File: config.mk
export PLATFORM = sky130hd
export DESIGN_NAME = regfile_dbg_arbiter
export DESIGN_NICKNAME = d
export VERILOG_FILES = /design/src/rtl/regfile_dbg_arbiter.sv
export SDC_FILE = /design/constraint.sdc
export NUM_CORES = 1
export LEC_CHECK = 0
export ABC_CLOCK_PERIOD_IN_PS = 3980
export CAP_MARGIN = 20
export CORE_ASPECT_RATIO = 1.75
export CORE_MARGIN = 2
export CORE_UTILIZATION = 42
export CTS_BUF_LIST = sky130_fd_sc_hd__clkbuf_4
export CTS_CLUSTER_SIZE = 25
export DETAILED_ROUTE_END_ITERATION = 10
export PLACE_DENSITY = 0.88
export SYNTH_ARGS = -nofsm -noshare
export SYNTH_HDL_FRONTEND = slang
export SYNTH_SLANG_ARGS = --single-unit
export TNS_END_PERCENT = 20
File: constraint.sdc
create_clock -name clk -period 3.98 [get_ports clk]
set_clock_uncertainty 0.2 [all_clocks]
set_input_delay 1.194 -clock clk [delete_from_list [all_inputs] [get_ports clk]]
set_output_delay 1.194 -clock clk [all_outputs]
set_load 0.01 [all_outputs]
File: src/rtl/regfile_dbg_arbiter.sv
// -----------------------------------------------------------------------------
// regfile_dbg_arbiter
//
// Purpose:
//   Shares the 16x8 CPU register file between the CPU datapath and a debug
//   monitor (UART/JTAG bridge). The block sits between the core's register-file
//   control outputs and the register file's inputs.
//
//   When the debug side raises dbg_req, the core is asked to freeze (stall).
//   Once the core reports cpu_stalled, one debug read or write is performed in
//   a single stolen cycle. The access is then acknowledged with a one-cycle
//   dbg_ack pulse and the core is released. If the core does not quiesce
//   within WAIT_LIMIT cycles, the request is acknowledged with dbg_err=1 and
//   no register-file access takes place.
//
// Parameters:
//   WAIT_LIMIT  max cycles spent waiting for cpu_stalled before an error ack;
//               0 disables the timeout (wait indefinitely)
//   CNT_W       width of the wait counter; must be able to hold WAIT_LIMIT
//
// Ports:
//   clk            in   system clock, all state on rising edge
//   rst_n          in   synchronous active-low reset
//   cpu_inSelect   in   [3:0] core write / outA register select
//   cpu_outBselect in   [3:0] core outB / pair select
//   cpu_in         in   [7:0] core write data
//   cpu_write_en   in   core write strobe
//   cpu_inc        in   core pair-increment strobe
//   cpu_dec        in   core pair-decrement strobe
//   cpu_stalled    in   core has frozen in response to stall (level)
//   stall          out  request core to freeze
//   rf_inSelect    out  [3:0] to register file
//   rf_outBselect  out  [3:0] to register file
//   rf_in          out  [7:0] to register file
//   rf_write_en    out  to register file
//   rf_inc         out  to register file
//   rf_dec         out  to register file
//   rf_outB        in   [7:0] register file outB (combinational read data)
//   dbg_req        in   debug access request, held high until dbg_ack
//   dbg_we         in   1=write, 0=read; stable while dbg_req is high
//   dbg_addr       in   [3:0] register index; stable while dbg_req is high
//   dbg_wdata      in   [7:0] write data; stable while dbg_req is high
//   dbg_ack        out  one-cycle completion pulse
//   dbg_err        out  valid with dbg_ack: 1=timeout, no access performed
//   dbg_rdata      out  [7:0] read data, valid from dbg_ack, held until the
//                       next successful read
// -----------------------------------------------------------------------------
module regfile_dbg_arbiter #(
  parameter int WAIT_LIMIT = 255,
  parameter int CNT_W      = 8
) (
  input  logic       clk,
  input  logic       rst_n,
  // core side
  input  logic [3:0] cpu_inSelect,
  input  logic [3:0] cpu_outBselect,
  input  logic [7:0] cpu_in,
  input  logic       cpu_write_en,
  input  logic       cpu_inc,
  input  logic       cpu_dec,
  input  logic       cpu_stalled,
  output logic       stall,
  // register-file side
  output logic [3:0] rf_inSelect,
  output logic [3:0] rf_outBselect,
  output logic [7:0] rf_in,
  output logic       rf_write_en,
  output logic       rf_inc,
  output logic       rf_dec,
  input  logic [7:0] rf_outB,
  // debug side
  input  logic       dbg_req,
  input  logic       dbg_we,
  input  logic [3:0] dbg_addr,
  input  logic [7:0] dbg_wdata,
  output logic       dbg_ack,
  output logic       dbg_err,
  output logic [7:0] dbg_rdata
);

  // The two acknowledge flavours are separate states so that dbg_ack and
  // dbg_err are decoded purely from the state register.
  typedef enum logic [2:0] {
    ST_IDLE    = 3'd0,
    ST_WAIT    = 3'd1,
    ST_ACCESS  = 3'd2,
    ST_ACK_OK  = 3'd3,
    ST_ACK_ERR = 3'd4
  } state_e;

  localparam bit             TIMEOUT_EN = (WAIT_LIMIT != 0);
  // Last count value before giving up; only meaningful when TIMEOUT_EN is set.
  localparam logic [CNT_W-1:0] LIMIT_M1 = CNT_W'(WAIT_LIMIT - 1);
  localparam logic [CNT_W-1:0] CNT_MAX  = {CNT_W{1'b1}};
  localparam logic [CNT_W-1:0] CNT_ZERO = {CNT_W{1'b0}};

  state_e           state_q, state_d;
  logic [CNT_W-1:0] cnt_q,   cnt_d;
  logic [7:0]       rdata_q, rdata_d;

  // Saturating increment: the wait counter must never wrap while waiting,
  // otherwise a disabled or large timeout could alias back to a small count.
  function automatic logic [CNT_W-1:0] sat_inc(input logic [CNT_W-1:0] v);
    logic [CNT_W-1:0] r;
    if (v == CNT_MAX) begin
      r = v;
    end else begin
      r = v + CNT_W'(1);
    end
    return r;
  endfunction

  // State, wait counter and read-data holding register.
  always_ff @(posedge clk) begin
    if (!rst_n) begin
      state_q <= ST_IDLE;
      cnt_q   <= CNT_ZERO;
      rdata_q <= 8'h00;
    end else begin
      state_q <= state_d;
      cnt_q   <= cnt_d;
      rdata_q <= rdata_d;
    end
  end

  // Next-state and wait-counter logic.
  always_comb begin
    state_d = state_q;
    cnt_d   = cnt_q;
    case (state_q)
      ST_IDLE: begin
        if (dbg_req) begin
          state_d = ST_WAIT;
          cnt_d   = CNT_ZERO;
        end else begin
          state_d = ST_IDLE;
        end
      end
      ST_WAIT: begin
        if (!dbg_req) begin
          // Requester withdrew: abort silently, no ack.
          state_d = ST_IDLE;
        end else if (cpu_stalled) begin
          state_d = ST_ACCESS;
        end else if (TIMEOUT_EN && (cnt_q == LIMIT_M1)) begin
          state_d = ST_ACK_ERR;
        end else begin
          state_d = ST_WAIT;
          cnt_d   = sat_inc(cnt_q);
        end
      end
      ST_ACCESS: begin
        // The access always completes once started, whatever cpu_stalled does.
        state_d = ST_ACK_OK;
      end
      ST_ACK_OK: begin
        state_d = ST_IDLE;
      end
      ST_ACK_ERR: begin
        state_d = ST_IDLE;
      end
      default: begin
        // Unreachable encodings recover to a safe idle.
        state_d = ST_IDLE;
        cnt_d   = CNT_ZERO;
      end
    endcase
  end

  // Read data is captured from the register file at the end of a read ACCESS
  // cycle and otherwise held, so timeouts and writes leave it untouched.
  always_comb begin
    if ((state_q == ST_ACCESS) && !dbg_we) begin
      rdata_d = rf_outB;
    end else begin
      rdata_d = rdata_q;
    end
  end

  // Output decode: stall/ack/err and the register-file mux from state only.
  always_comb begin
    stall         = 1'b0;
    dbg_ack       = 1'b0;
    dbg_err       = 1'b0;
    rf_inSelect   = cpu_inSelect;
    rf_outBselect = cpu_outBselect;
    rf_in         = cpu_in;
    rf_write_en   = cpu_write_en;
    rf_inc        = cpu_inc;
    rf_dec        = cpu_dec;
    case (state_q)
      ST_IDLE: begin
        stall = 1'b0;
      end
      ST_WAIT: begin
        // Core still owns the register file; it may be finishing an instruction.
        stall = 1'b1;
      end
      ST_ACCESS: begin
        stall         = 1'b1;
        rf_inSelect   = dbg_addr;
        rf_outBselect = dbg_addr;
        rf_inc        = 1'b0;
        rf_dec        = 1'b0;
        if (dbg_we) begin
          rf_in       = dbg_wdata;
          rf_write_en = 1'b1;
        end else begin
          rf_in       = 8'h00;
          rf_write_en = 1'b0;
        end
      end
      ST_ACK_OK: begin
        stall         = 1'b1;
        dbg_ack       = 1'b1;
        dbg_err       = 1'b0;
        rf_inSelect   = dbg_addr;
        rf_outBselect = dbg_addr;
        rf_in         = 8'h00;
        rf_write_en   = 1'b0;
        rf_inc        = 1'b0;
        rf_dec        = 1'b0;
      end
      ST_ACK_ERR: begin
        stall         = 1'b1;
        dbg_ack       = 1'b1;
        dbg_err       = 1'b1;
        rf_inSelect   = dbg_addr;
        rf_outBselect = dbg_addr;
        rf_in         = 8'h00;
        rf_write_en   = 1'b0;
        rf_inc        = 1'b0;
        rf_dec        = 1'b0;
      end
      default: begin
        stall = 1'b0;
      end
    endcase
  end

  assign dbg_rdata = rdata_q;

endmodule

# Word level (Yosys, flattened, before mapping)
# Index checks and enable logic that the tools add are counted.
[totals] regBits=19 in_bits=44 output_inout_bits=30 wordCells=45
[classes] bitwise=1 muxes=22 addsub=1 n_eq_ne=11 reduce_logical=7
[op_table] operator="2-to-1 mux 8 bit" n=6
[op_table] operator="case mux 8 bit (3 select lines)" n=1
[op_table] operator="== test 8 bit, second input constant" n=2
[op_table] operator="case mux 8 bit (2 select lines)" n=1
[op_table] operator="inequality test 2 bit, second input constant" n=5
[op_table] operator="2-to-1 mux 3 bit" n=3
[op_table] operator="case mux 3 bit (3 select lines)" n=1
[op_table] operator="adder 8 x 1 -> 8 bit, second input constant" n=1
[op_table] operator="2-to-1 mux 4 bit" n=2
[op_table] operator="2-to-1 mux 1 bit" n=7
[op_table] operator="== test 3 x 2 -> 1 bit, second input constant" n=2
[op_table] operator="AND reduction 6 bit" n=1
[op_table] operator="OR reduction 4 bit" n=1
[op_table] operator="== test 3 x 1 -> 1 bit, second input constant" n=1
[op_table] operator="== test 3 bit, second input constant" n=1
[op_table] operator="logical NOT 3 bit" n=1
[op_table] operator="OR reduction 3 bit" n=1
[op_table] operator="case mux 1 bit (2 select lines)" n=1
[op_table] operator="OR reduction 2 bit" n=1
[op_table] operator="logical AND 1 bit" n=1
[op_table] operator="logical NOT 1 bit" n=1
[op_table] operator="NOT 1 bit" n=1

# Longest topological paths before layout
[logic_depth] depth_word=6 ltp_mapped=6 depth_no_buf=6

# Least setup slack after synthesis
# Ideal clock, no wire load.
[synth_timing] path_type="input-to-output" from="input dbg_we" to="output rf_in[0]" arrival_time_ns=1.803 cell_stages=2 required_ns=2.586 setup_slack_ns=0.783 cell_sequence="nor3b_2 a22o_1"
[synth_via] elab_chain_cells=2
[synth_lines] element="from (decl)" line_no="73" source="input logic dbg_we,"
[synth_lines] element="2-to-1 mux 8 bit" line_no="205" source="if (dbg_we) begin"
[synth_lines] element="case mux 8 bit (2 select lines)" line_no="191" source="case (state_q)"
[synth_lines] element="to (decl)" line_no="66" source="output logic [7:0] rf_in,"
# Every way passes these cells.

# Worst setup path after layout
[layout_timing] from="input dbg_we" to="output rf_in[4]"
# The elaborated chain is that of the path after synthesis.

==> flow_metrics.tcl <==
set metrics [dict create \
    dieArea_um2 3460 \
    async_flop_share_pct 0 \
    start_util_pct 43.4 \
    nets 261 \
    worstPathRequired_ps 2590 \
    worst-path-max-fanout 9 \
    ant_nets 0 \
    cts.path.max_buffers 2 \
    synth_nets 185 \
    syn2layout_area_growth_pct 61.0 \
    grt_pass1_wl_um 6100 \
    cts.reportedPaths.clkPinSlew_ps 100 \
    cts_buffers 3 \
    final_layout_size_suffix_gt1_share_pct 14.0 \
    synth_top_area_cell "dfxtp_1" \
    netlist_area_um2 1260 \
    io_pins 74 \
    ctsHtreeMaxLevel 1 \
    reg2reg_from "cnt_q[0]" \
    criticalPathCategory "in2out" \
    whs_path_depth 2 \
    yosysSeqAreaShare_pct 30.2 \
    numClockSinks 19 \
    fp.dieH_um 76.4 \
    coreArea_um2 2900 \
    wl_um 3740 \
    dr.pass1.iters 5 \
    ir_worst_vdd_mv 0.133 \
    cts_root_buffer "clkbuf_4" \
    total_power_uw 435 \
    power-per-cell-area_nw_per_um2 215 \
    vias_per_cell 5.71 \
    io_buffers 73 \
    via_count 1381 \
    rows 26 \
    grt_pass1_vias 1444 \
    worstSkewPairLatency_ps 310 \
    drt_iter0_markers 28 \
    gr-total-overflow 0 \
    leakagePower_nw 0.792 \
    crit_path_end_kind "primary output" \
    antenna_found_initial 0 \
    critPathArrivalTime_ps 2470 \
    setup_viol 0 \
    synth.distinct_cells 48 \
    relSlewSlack_pct 47.0 \
    hp-class "reg2reg" \
    synth_top_area_share_pct 30.2 \
    wire_per_inst_um 15.5 \
    startpoint_type "primary input" \
    grt_use_total_pct 22.7 \
    yosysWarnings 0 \
    post-route-period-util_pct 97.0 \
    tightest_slew_ps 789 \
    diodes 0 \
    ys_ff_latch 19 \
    reg2reg_depth 6 \
    hpwl_um 3070 \
    synth_area_leaders "dfxtp_1 30%, mux2_2 7.2%, nand2_1 6.6%, a22o_1 5.6%, a21boi_0 4.8%" \
    r2r_end "cnt_q[1]" \
    fmax_mhz 259 \
    stdcell_area_um2 2020 \
    critPathSlowestCell "clkdlybuf4s50_1" \
    slowest_delay_ps 420 \
    dpl_cell_area_um2 2010 \
    cts_tree "yes" \
    hold_violations 0 \
    status "finished, final reports clean" \
    gp_congestion 0.883 \
    die_w_um 45.4 \
    hold_path.startpoint "dbg_rdata[4]" \
    synth-main-ff-cell "dfxtp_1" \
    min_to "dbg_rdata[4]" \
    grt_max_degree 20 \
    synth_cells 139 \
    rsz0062_at_grt "false" \
    drv_cap 0 \
    syn_area_per_cell_um2 9.05 \
    rrSetupSlack_ps 1910 \
    min_period_ps 3860 \
    path_cells "clkdlybuf4s50_1 -> nor3b_2 -> buf_4 -> a22o_1 -> dlygate4sd2_1" \
    synth_edf_count 0 \
    drc 0 \
    drv_slew 0 \
]
[per-stage QoR]
stage / cells / util [%] / setup WS, ps / setup TNS (ps) / hold slack, ps
after floorplan: 139 / - / 783 / 0 / 252
final: 242 / 69.9 / 119 / 0 / 272
after global routing: 242 / 69.9 / 77.0 / 0 / 307
after detailed placement: 238 / 69.4 / -114 / -834 / 264
after global placement: 238 / 69.4 / -93.3 / -765 / 250
after CTS: 242 / 69.9 / 117 / 0 / 278
[where the power goes]
part / internal (mW) / total [mW] / switching, mW / leakage [nW]
Sequential: 0.197 / 0.207 / 0.0102 / 0.154
Clock: 0.0375 / 0.0985 / 0.0610 / 0.0177
Combinational: 0.0835 / 0.129 / 0.0457 / 0.621
[flip-flops by register name, indices dropped and copies added, names as in the netlist]
name and flops:
cnt_q 8, dbg_rdata 8, state_q 3
[layout by cell type (no fill, tap or decap), types with 2 or more instances in the layout]
master           synthesis  layout
nor3b_2                  2       2
o21ai_0                  6       6
or3_1                    2       2
a21boi_0                 8       8
nor2_1                   2       2
and2_1                   2       2
ha_1                     2       2
mux2i_1                  2       2
clkdlybuf4s50_1          0      64
a21oi_1                  3       3
a31oi_1                  4       4
inv_1                    5       5
buf_4                    1       3
dfxtp_1                 19      19
mux2_2                   8       8
nand3_1                  6       6
o31a_1                   3       3
a21o_1                   2       2
nand2_1                 22      22
dlygate4sd2_1            0       9
clkbuf_4                 0       3
nand3b_1                 2       2
a22o_1                   8       8
[worst max-delay path, delay by kind of cell]
kind	cells	cell delay [ps]
and+or+nand+nor	1	160
AOI/OAI and AO/OA	1	230
buffers and inverters	3	880
[synth_stat cells (2+ instances only)]
cell	n
nand3_1	6
mux2i_1	2
and2_1	2
dfxtp_1	19
a31oi_1	4
buf_6	2
a22o_1	8
mux2_2	8
or3_1	2
a21o_1	2
nor3b_2	2
clkbuf_1	2
a21boi_0	8
nand2_1	22
a21oi_1	3
o21ai_0	6
nand3b_1	2
inv_1	5
ha_1	2
nor2_1	2
o31a_1	3
[cells by family after synthesis]
group	count (synthesis)	synth area share, %
flip-flops	19	30.2
buffers and inverters	10	4.48
adder cells (fa/ha/maj)	2	1.99
AO/OA/AOI/OAI	42	25.7
AND/OR/NAND/NOR	56	28.9
multiplexers	10	8.76
[final cells by class]
cell class,count,area [um2]
fillers,244,871
multi-input cells,110,821
repair buffers,76,742
flip-flops and latches,19,380
well taps,28,35.0
clock buffers,3,22.5
inverters,5,18.8
clock inverters,1,5.00
[layer usage]
metal  track usage (%)  routed length (um)
met2              45.1                2210
met3              3.55                 209
met1              21.4                1270
met4              6.47                  59
met5                 0                   0
[repair_timing]
action	in CTS	in global routing
setup endpoints to repair	9	0
resized for setup	9	0
hold buffers	0	0
setup buffers	0	0
[how the worst max path moves through the flow]
stage,startpoint,slack (ps),end
finish,dbg_we,120,rf_in[4]
global route,dbg_we,80,rf_in[5]
CTS,dbg_we,120,rf_in[4]
detailed placement,dbg_we,-110,rf_in[7]
global placement,dbg_we,-90,rf_in[6]
floorplan,dbg_we,780,rf_in[0]
(Power assumes the default switching activity.)
